**config.mk**
```make
export PLATFORM = sky130hd
export DESIGN_NAME = tex_conv_pipe
export DESIGN_NICKNAME = d
export VERILOG_FILES = /design/src/rtl/tex_conv_pipe.sv
export SDC_FILE = /design/constraint.sdc
export NUM_CORES = 1
export LEC_CHECK = 0
export ABC_AREA = 0
export BUFFER_PORTS_ARGS = -buffer_cell sky130_fd_sc_hd__buf_2
export CELL_PAD_IN_SITES_DETAIL_PLACEMENT = 1
export CELL_PAD_IN_SITES_GLOBAL_PLACEMENT = 1
export CORE_UTILIZATION = 51
export DETAILED_ROUTE_END_ITERATION = 8
export PLACE_DENSITY = 0.92
export SLEW_MARGIN = 0
export SYNTH_ARGS = -nofsm -noshare
export SYNTH_HDL_FRONTEND = slang
export SYNTH_SLANG_ARGS = --single-unit
```
**constraint.sdc**
```tcl
create_clock -name clk -period 5.84 [get_ports clk]
set_input_delay 0.292 -clock clk [delete_from_list [all_inputs] [get_ports clk]]
set_output_delay 0.292 -clock clk [all_outputs]
set_load 0.02 [all_outputs]
```
**src/rtl/tex_conv_pipe.sv**
```systemverilog
// Texture format converter: CLUT index generation, fixed-latency CLUT delay line and credit-managed output FIFO.
// Optional macro TEX_CONV_PIPE_BYPASS_EN lets an exiting beat skip an empty FIFO when the consumer is ready.
module tex_conv_pipe #(
  parameter int LANES     = 2,
  parameter int CLUT_LAT  = 1,
  parameter int OUT_DEPTH = 4
) (
  input  logic                  clk,
  input  logic                  i_nrst,
  input  logic [1:0]            GPU_REG_TexFormat,
  input  logic                  i_valid,
  output logic                  o_ready,
  input  logic [LANES-1:0]      i_laneMask,
  input  logic [16*LANES-1:0]   i_data,
  input  logic [2*LANES-1:0]    i_uLSB,
  output logic [LANES-1:0]      o_lookupValid,
  output logic [8*LANES-1:0]    o_indexLookup,
  input  logic [16*LANES-1:0]   i_clutValue,
  output logic                  o_valid,
  input  logic                  i_ready,
  output logic [LANES-1:0]      o_laneMask,
  output logic [16*LANES-1:0]   o_pixel,
  output logic [LANES-1:0]      o_transparentBlack
);

  localparam int AW = $clog2(OUT_DEPTH);
  localparam int CW = AW + 1;
  localparam int SW = CW + 1;
  localparam int EX = CLUT_LAT - 1;

  typedef enum logic [1:0] {
    FMT_4BPP  = 2'd0,
    FMT_8BPP  = 2'd1,
    FMT_16BPP = 2'd2,
    FMT_RSVD  = 2'd3
  } texFmt_t;

  logic                  accept;
  logic [CW-1:0]         fifoCount;
  logic [CW-1:0]         inflight;
  logic [SW-1:0]         credits;

  logic                  stValid [CLUT_LAT];
  logic                  stRaw   [CLUT_LAT];
  logic [LANES-1:0]      stMask  [CLUT_LAT];
  logic [16*LANES-1:0]   stData  [CLUT_LAT];

  logic                  exValid;
  logic [LANES-1:0]      exMask;
  logic [LANES-1:0]      exTb;
  logic [16*LANES-1:0]   exPixel;

  logic [LANES-1:0]      memMask  [OUT_DEPTH];
  logic [16*LANES-1:0]   memPixel [OUT_DEPTH];
  logic [LANES-1:0]      memTb    [OUT_DEPTH];
  logic [AW-1:0]         wrPtr;
  logic [AW-1:0]         rdPtr;
  logic                  fifoEmpty;
  logic                  bypassTake;
  logic                  push;
  logic                  pop;

  // Credit covers both stored beats and beats still waiting on the CLUT.
  always_comb begin
    inflight = '0;
    for (int s = 0; s < CLUT_LAT; s++) inflight = inflight + CW'(stValid[s]);
  end

  assign credits = SW'(fifoCount) + SW'(inflight);
  assign o_ready = credits < SW'(OUT_DEPTH);
  assign accept  = i_valid & o_ready;

  always_comb begin
    // NOTE: every output gets a default first so no path through the case infers a latch.
    o_indexLookup = '0;
    o_lookupValid = '0;
    for (int n = 0; n < LANES; n++) begin
      case (texFmt_t'(GPU_REG_TexFormat))
        FMT_4BPP: o_indexLookup[8*n +: 8] = {4'd0, i_data[16*n + 4*i_uLSB[2*n +: 2] +: 4]};
        FMT_8BPP: o_indexLookup[8*n +: 8] = i_uLSB[2*n] ? i_data[16*n + 8 +: 8] : i_data[16*n +: 8];
        default:  o_indexLookup[8*n +: 8] = 8'd0;
      endcase
      o_lookupValid[n] = accept & i_laneMask[n] & ~GPU_REG_TexFormat[1];
    end
  end

  always_ff @(posedge clk or negedge i_nrst) begin
    if (!i_nrst) begin
      for (int s = 0; s < CLUT_LAT; s++) begin
        stValid[s] <= 1'b0;
        stRaw[s]   <= 1'b0;
        stMask[s]  <= '0;
        stData[s]  <= '0;
      end
    end else begin
      // NOTE: non-blocking so each stage takes the previous stage's value from before this edge.
      stValid[0] <= accept;
      stRaw[0]   <= GPU_REG_TexFormat[1];
      stMask[0]  <= i_laneMask;
      stData[0]  <= i_data;
      for (int s = 1; s < CLUT_LAT; s++) begin
        stValid[s] <= stValid[s-1];
        stRaw[s]   <= stRaw[s-1];
        stMask[s]  <= stMask[s-1];
        stData[s]  <= stData[s-1];
      end
    end
  end

  // The CLUT answer lines up with the last delay stage; 16bpp and reserved pass raw data.
  always_comb begin
    exValid = stValid[EX];
    exMask  = stMask[EX];
    exPixel = '0;
    exTb    = '0;
    for (int n = 0; n < LANES; n++) begin
      if (exMask[n]) begin
        exPixel[16*n +: 16] = stRaw[EX] ? stData[EX][16*n +: 16] : i_clutValue[16*n +: 16];
        exTb[n]             = (exPixel[16*n +: 15] == 15'd0);
      end
    end
  end

  assign fifoEmpty = (fifoCount == '0);
`ifdef TEX_CONV_PIPE_BYPASS_EN
  assign bypassTake = exValid & fifoEmpty & i_ready;
`else
  assign bypassTake = 1'b0;
`endif
  assign push = exValid & ~bypassTake;
  assign pop  = ~fifoEmpty & i_ready;

  // NOTE: storage is left unreset on purpose; fifoCount decides what can reach the outputs.
  always_ff @(posedge clk) begin
    if (push) begin
      memMask[wrPtr]  <= exMask;
      memPixel[wrPtr] <= exPixel;
      memTb[wrPtr]    <= exTb;
    end
  end

  always_ff @(posedge clk or negedge i_nrst) begin
    if (!i_nrst) begin
      wrPtr     <= '0;
      rdPtr     <= '0;
      fifoCount <= '0;
    end else begin
      if (push) wrPtr <= wrPtr + 1'b1;
      if (pop)  rdPtr <= rdPtr + 1'b1;
      case ({push, pop})
        2'b10:   fifoCount <= fifoCount + 1'b1;
        2'b01:   fifoCount <= fifoCount - 1'b1;
        default: fifoCount <= fifoCount;
      endcase
    end
  end

  always_comb begin
    o_valid            = ~fifoEmpty | bypassTake;
    o_laneMask         = '0;
    o_pixel            = '0;
    o_transparentBlack = '0;
    if (!fifoEmpty) begin
      o_laneMask         = memMask[rdPtr];
      o_pixel            = memPixel[rdPtr];
      o_transparentBlack = memTb[rdPtr];
    end else if (bypassTake) begin
      o_laneMask         = exMask;
      o_pixel            = exPixel;
      o_transparentBlack = exTb;
    end
  end

endmodule

```
# Yosys cells after proc, flatten, opt, wreduce, memory -nomap -nowiden
# Memory sizes are Yosys's and may differ from the RTL's.
# Index checks and enable logic that the tools add are counted.
totals:
  register_bits: 43
  mem_bits_rw: 144
  in_bits: 76
  output_inout_bits: 56
  elab_cells: 51
  memories: 3
mem_list:
  columns: ["name", "depth", "word_bits", "read_ports", "rd_ports_with_merged_regs", "wr", "line", "source"]
  rows:
  - ["memPixel", 4, 32, 1, 0, 1, "54", "logic [16*LANES-1:0] memPixel [OUT_DEPTH];"]
  - ["memMask", 4, 2, 1, 0, 1, "53", "logic [LANES-1:0] memMask [OUT_DEPTH];"]
  - ["memTb", 4, 2, 1, 0, 1, "55", "logic [LANES-1:0] memTb [OUT_DEPTH];"]
classes:
  addsub: 6
  n_lt_le_gt_ge: 1
  eq_ne: 3
  shift: 2
  muxes: 16
  bitwise: 8
  reduce_logical: 5
ops:
  columns: ["op", "count"]
  rows:
  - ["2-to-1 mux 16 bit", 4]
  - ["2-to-1 mux 32 bit", 1]
  - ["one-hot mux 8 bit (2 select lines)", 2]
  - ["variable part select 32 x 5 -> 4 bit", 1]
  - ["variable part select 32 x 7 -> 4 bit", 1]
  - ["zero test 15 bit", 2]
  - ["2-to-1 mux 8 bit", 2]
  - ["adder 5 x 4 -> 6 bit (first input constant)", 1]
  - ["AND 1 bit", 6]
  - ["one-hot mux 3 bit (2 select lines)", 1]
  - ["adder 2 x 1 -> 2 bit (second input constant)", 2]
  - ["adder 3 x 1 -> 4 bit", 1]
  - ["== test 2 x 1 -> 1 bit (second input constant)", 2]
  - ["< comparator 4 x 3 -> 1 bit (second input constant)", 1]
  - ["2-to-1 mux 1 bit", 4]
  - ["2-to-1 mux 2 bit", 2]
  - ["adder 3 x 1 -> 3 bit (second input constant)", 1]
  - ["zero test 3 bit", 1]
  - ["subtractor 3 x 1 -> 3 bit (second input constant)", 1]
  - ["== test 2 bit (second input constant)", 1]
  - ["zero test 2 bit", 1]
  - ["NOT 1 bit", 2]
  - ["nonzero test 2 bit", 1]

# Longest topological paths before layout
# Gate-level depths: netlist (run 1).
logic_depth:
  ltp_word: 5
  depth_mapped: 8
  depth_no_buf: 8

# Worst setup path before layout (run 1)
# OpenSTA, ideal clock, no wires.
synth_path:
  kind: "register to output"
  start: "register stValid, in the netlist exValid"
  end: "output port o_lookupValid[0]"
  arrival_time_ns: 1.709
  required_ns: 5.548
  slack_ns: 3.839
  path_stages_with_launch: 5
  path_buffers: 1
  cell_sequence: "dfrtp_1 clkbuf_1 a31oi_1 nand2_1 nor3b_1"
synth_between:
  elab_chain_len: 5
synth_lines:
  columns: ["element", "line", "source"]
  rows:
  - ["start, declared", "43", "logic stValid [CLUT_LAT];"]
  - ["start signal, assigned by index", "102", "stValid[s] <= stValid[s-1];"]
  - ["adder 3 x 1 -> 4 bit", "69", "assign credits = SW'(fifoCount) + SW'(inflight);"]
  - ["< comparator 4 x 3 -> 1 bit", "70", "assign o_ready = credits < SW'(OUT_DEPTH);"]
  - ["net o_ready", "12", "output logic o_ready,"]
  - ["AND 1 bit", "71", "assign accept = i_valid & o_ready;"]
  - ["AND 1 bit (2 in series)", "83", "o_lookupValid[n] = accept & i_laneMask[n] & ~GPU_REG_TexFormat[1];"]
  - ["end, declared", "16", "output logic [LANES-1:0] o_lookupValid,"]
# The timed path passes the listed nets, and every way through them passes these cells.

# Final worst setup path (run 1)
layout_path:
  start: "register fifoCount[0]"
  end: "register fifoCount[2]"
layout_between:
  elab_chain_len: 5
  word_cells_on_any_way: 9
  cone_classes: "2 x add/sub; 2 x eq/ne; 1 x mux; 2 x bitwise; 2 x reduce/logical"
layout_lines:
  columns: ["element", "line", "source"]
  rows:
  - ["start, declared", "39", "logic [CW-1:0] fifoCount;"]
  - ["start signal, assigned", "151", "2'b10: fifoCount <= fifoCount + 1'b1;"]
  - ["start signal, assigned", "152", "2'b01: fifoCount <= fifoCount - 1'b1;"]
  - ["start signal, assigned", "153", "default: fifoCount <= fifoCount;"]
  - ["zero test 3 bit (*)", "124", "assign fifoEmpty = (fifoCount == '0);"]
  - ["NOT 1 bit (*)", "131", "assign pop = ~fifoEmpty & i_ready;"]
  - ["AND 1 bit (*)", "131", null]
  - ["net pop", "61", "logic pop;"]
  - ["== test 2 x 1 -> 1 bit / == test 2 bit (equally long branches)", "150", "case ({push, pop})"]
  - ["one-hot mux 3 bit (2 select lines) / nonzero test 2 bit (equally long branches)", null, null]
# Mark *: on every way through the listed nets, which the timed path passes. The rest lies on a longest branch.
# A chain may end at the register's enable or synchronous reset.

==> metrics.txt, run 1 <==
Antenna Violating Nets Remaining 0; initial antenna violation count 0; fin crit period 2.92 ns; Synth Warn # 0; Reg2Reg Setup Slack 2.92 ns; Total Routing Usage GR 0.263; TritonRoute pass-1 iters 5; largest net degree at the start of global routing between 40 and 50; htree depth 4; DP Cell Count 762; GR Overflow Total 0; mapped cell area between 7000 and 8000 µm²; Final GP Congestion around 0.85; final setup violation count 0; routed len/inst between 20 and 25 µm; first-pass GRT wire length 30700 µm; Crit. End Element flop; CTS tree done; skew final around 0.0095 ns; fin util 0.631; post-synthesis sequential area ratio 0.680; hold buffers post-CTS 26; Lkg Pwr between 3 and 4 nW; Reg clk slew, reported paths about 0.060 ns; Total Wirelength ~20000 µm; dpl ws about 2.9 ns; vias in the first global route 5370; Async S/R FF share, synth 0.230; Clock Tree Root clkbuf_16; DR vias around 4800; Post-CTS Repair Setup Buffers 0; post-route setup TNS 0 ns; cts repair resizes 0; measured slew at the worst slew-check pin approximately 1.2 ns; Synth Flop Type edfxtp_1; PwrDens approximately 440 nW/µm²; Slew HR 0.170; EDFF count, synth 144; Longest Clk Path Bufs 2; commonest non-fill, non-tap cell in the layout edfxtp_1; core area about 15000 µm²; clk_lat worst skew around 0.43 ns; Layout Nets about 700; Hold WC Path Type in -> async; Layout Cells excl Fill between 800 and 900; vias per cell just under 6; layout cell share with drive strength beyond 1 0.332; DR DRC count 0; period utilization 0.500; PnR worst setup slack about 2.9 ns; Req. time, crit path slightly above 6 ns; max-slew violation count 0; Synth Register Bits 187; fmax 0.342 GHz; Syn Nets 543; number of port buffers 131; Chip Height ~130 µm; crit path kind reg -> reg; unrepaired setup endpoints after global routing false; initial core utilization 0.522; Unique masters post-synth 35; I/O pin count approximately 130; max_cap viols 0; die area 16100 µm²; TritonCTS Buffers 17; number of DRC markers in iteration 0 460; worst hold margin between 0.01 and 0.015 ns; row count 45; outcome finished clean; CP Launch Type flop; hpwl dp about 13000 µm; Synth Instances 461; n_diodes 0; most frequent cells in the layout 144 x edfxtp_1, 131 x buf_2, 44 x mux4_2, 41 x and2_1, 41 x dfrtp_1; area delta synth->final 20.8%; Final Hold Fails 0; DIE WIDTH between 100 and 150 µm; crit path max fanout 39; mean post-synth cell area approximately 17 µm²; CTS sink count about 190; WP data arrival about 3.3 ns; Max VDD drop roughly 0.00027 V
-- where the power goes --
part           internal [mW]  switching [mW]  leakage (nW)
Clock                  0.656           0.458         0.291
Sequential              1.63           0.108          1.82
Combinational          0.589           0.797          1.59
-- routing by layer --
metal,part of all wire,vias up,routed length [µm],track usage
met5,0,-,0,0
met4,0.022,0,438,0.110
met3,0.068,35,1320,0.0574
met2,0.51,222,10100,0.445
met1,0.40,2450,7770,0.331
li1,-,2082,-,-
-- cells by family (layout without fill, tap and decap cells) --
group / Yosys count / after routing / synth area share
AOI/OAI and AO/OA: 15 / 15 / 0.0123
xor gates and xnor gates: 6 / 6 / 0.00662
adders and majority gates: 6 / 6 / 0.0104
buffers and inverters: 31 / 202 / 0.0195
DFF: 187 / 187 / 0.680
muxes: 84 / 84 / 0.175
and+or+nand+nor: 132 / 132 / 0.0958
-- sequential cells by signal, indices dropped and copies added, names as in the netlist --
signal and count:
memPixel 128, stData 32, memMask 8, memTb 8, fifoCount 3, exMask 2, rdPtr 2, wrPtr 2
exValid 1, stRaw 1
-- path summary, 6_finish.rpt --
| check | to | cells after the start | from |
|---|---|---|---|
| setup / recovery | fifoCount[2] | 8 | fifoCount[0] |
| hold / removal | stData[6] | 1 | i_nrst |
| setup reg to reg | fifoCount[2] | 8 | fifoCount[0] |
| hold reg to reg | fifoCount[2] | 1 | fifoCount[2] |
| max in group asynchronous | stRaw | 1 | i_nrst |
| min in group clk | stData[13] | 1 | i_data[13] |
-- final cells by class --
cell class / instances / area (µm²)
Fill cell: 1416 / 5610
Sequential cell: 187 / 5400
Multi-Input combinational cell: 243 / 2380
Timing Repair Buffer: 163 / 961
Clock buffer: 28 / 561
Tap cell: 188 / 235
Inverter: 7 / 26.3
Clock inverter: 4 / 22.5
-- critical path, stage by stage (launching register included) --
cell,delay (ns)
dfrtp_1,0.42
or3_1,0.97
and2_1,0.33
ha_1,0.21
inv_1,0.07
fa_1,0.38
xor2_1,0.16
nor2_1,0.15
xor2_1,0.16
-- per-stage QoR --
stage / total power, mW / instance area [µm²]
after floorplan: 2.70 / 7940
after global placement: 3.07 / 8750
after detailed placement: 3.14 / 8750
after CTS: 4.28 / 9590
after global routing: 4.42 / 9590
final: 4.24 / 9590
-- Yosys cell counts, types with 4 or more instances --
cell type  instances  area (µm²)
ha_1               5        62.6
nor2b_1           32         200
and2_1            41         257
nor3_1            10        50.1
buf_2             10        50.1
xor2_1             4        35.0
inv_1              7        26.3
o22ai_1            9        56.3
mux2i_1           40         400
mux4_2            44         991
edfxtp_1         144        4320
nand2_1            6        22.5
nor2_1            20        75.1
nor4_1             8        50.1
dfrtp_1           43        1080
clkbuf_1           9        33.8
Note: power is estimated with default switching activity, not from simulation.
==> run 2: changes to the inputs <==
CORE_UTILIZATION = 43   (was 51)
PLACE_DENSITY = 0.83   (was 0.92)
clock period = 2.4 ns   (was 5.84 ns; I/O delays follow)
==> run 2 against run 1 <==
  * Final area is 2.0% higher
  * Die area is 18% higher
  * Critical path depth is 4 lower
  * Worst setup slack worse by 2.7 ns
  * Global-route usage is 4.7 points lower
  * Combinational power is 150% higher
  * Count of clock-buffer cells in the layout is 8 lower
  * Clock power is 130% higher
  * Sequential cell count stayed put
  * First-iteration DRC count is 47% lower
  * Register-to-register slack worse by 2.5 ns
  * Clock skew is 0.0011 ns higher
==> metrics.txt, run 2 (synthesized netlist as in run 1, its figures left out) <==
outcome finished clean; fin util 0.543; layout cell share with drive strength beyond 1 0.334; Post-CTS Repair Setup Buffers 0; first-pass GRT wire length 29200 µm; Layout Nets between 700 and 800; Crit path max-delay family multiplexers; CP Cell Sequence buf_12 -> mux4_2 -> and2_1 -> buf_2; max_cap viols 0; Crit path largest cell delay 0.58 ns; Crit. End Element primary output; vias in the first global route roughly 5300; clk_lat worst skew approximately 0.44 ns; largest net degree at the start of global routing 44; DR DRC count 0; PwrDens between 1000 and 1500 nW/µm²; row count a little under 50; DP Cell Count between 800 and 900; Lkg Pwr ~3.8 nW; commonest non-fill, non-tap cell in the layout edfxtp_1; Total Routing Usage GR 0.216; routed len/inst around 22 µm; WP buf/inv 2; Crit-path slowest cell mux4_2; number of port buffers 131; Max VDD drop 0.000686 V; I/O pin count 132; Slew HR 0.405; CP Launch Type flop; crit path max fanout 38; Layout Cells excl Fill 876; DIE WIDTH 138 µm; skew final roughly 0.011 ns; post-route setup TNS 0 ns; final instance area roughly 10000 µm²; Final GP Congestion between 0.8 and 0.9; initial antenna violation count 2; Final Hold Fails 0; htree depth 4; Antenna Violating Nets Remaining 0; n_diodes 0; worst hold margin 0.00159 ns; area delta synth->final 23.2%; Longest Clk Path Bufs 2; final setup violation count 0; CTS tree done; crit path kind reg -> out; hpwl dp ~13000 µm; Hold WC Path Type in -> reg; die area 19000 µm²; most frequent cells in the layout 144 x edfxtp_1, 131 x buf_2, 44 x mux4_2, 41 x and2_1, 41 x dfrtp_1; unrepaired setup endpoints after global routing false; hold buffers post-CTS 37; GR Overflow Total 0; CTS sink count between 150 and 200; WP data arrival 2.04 ns; number of DRC markers in iteration 0 ~240; measured slew at the worst slew-check pin between 0.8 and 0.9 ns; Req. time, crit path about 2.3 ns; core area 18000 µm²; TritonRoute pass-1 iters 4; initial core utilization 0.441; Reg clk slew, reported paths about 0.07 ns; largest registers memPixel x128, stData x32; Most flops, register memPixel; fmax 0.464 GHz; fin crit period about 2.2 ns; period utilization 0.898; DR vias 4740; cts repair resizes 0; vias per cell between 5 and 6; max-slew violation count 0; Chip Height roughly 140 µm; max reg flops about 130; Total Wirelength roughly 19000 µm; placed inst area about 8900 µm²; Clock Tree Root clkbuf_16; TritonCTS Buffers 17
-- run 2: cell count changes in the layout (fill, tap and decap cells not counted), moves of 2 or more --
cell / before / now
clkbuf_1: 5 / 2
clkinv_4: 0 / 3
dlygate4sd3_1: 26 / 37
buf_12: 0 / 3
clkbuf_16: 20 / 18
inv_6: 0 / 3
clkbuf_8: 3 / 0
-- run 2: per-layer routing --
metal / vias to the layer above / track usage / wire (µm)
met1: 2451 / 0.264 / 7950
li1: 2109 / - / -
met4: 0 / 0.0797 / 395
met3: 33 / 0.0417 / 789
met5: - / 0 / 0
met2: 147 / 0.378 / 10200
-- run 2: where the power goes --
group	internal [mW]	leakage (nW)	switching (mW)
logic	1.50	1.67	1.97
registers	3.97	1.82	0.189
clock network	1.39	0.269	1.21
-- run 2: final timing paths --
kind | startpoint | to | slack [ns] | cells after the start
worst max-delay path | rdPtr[0] | o_pixel[31] | 0.24 | 4
worst min-delay path | i_valid | exValid | 0.002 | 3
worst max register to register | fifoCount[0] | fifoCount[1] | 0.38 | 6
worst min register to register | fifoCount[2] | fifoCount[2] | 0.51 | 1
max in group asynchronous | i_nrst | stRaw | 1.43 | 2
min in group asynchronous | i_nrst | rdPtr[1] | 0.34 | 2
-- run 2: final cells by class --
| class | instances | area [µm²] |
|---|---|---|
| inverters | 7 | 26.3 |
| well taps | 229 | 287 |
| flip-flops and latches | 187 | 5400 |
| repair buffers | 178 | 1140 |
| multi-input cells | 243 | 2380 |
| clock inverters | 12 | 86.3 |
| fillers | 1745 | 8240 |
| clock buffers | 20 | 458 |
-- run 2: worst min-delay path, cell delays in order --
cell and delay [ns]:
buf_2 0.08, nand2_1 0.12, inv_1 0.08
-- run 2: per-stage QoR --
step                      total power [mW]  setup slack (ns)
after floorplan                       6.56             0.504
after CTS                             10.4             0.204
after detailed placement              7.72             0.381
final                                 10.2             0.244
after global routing                  10.7             0.152
after global placement                7.59             0.528
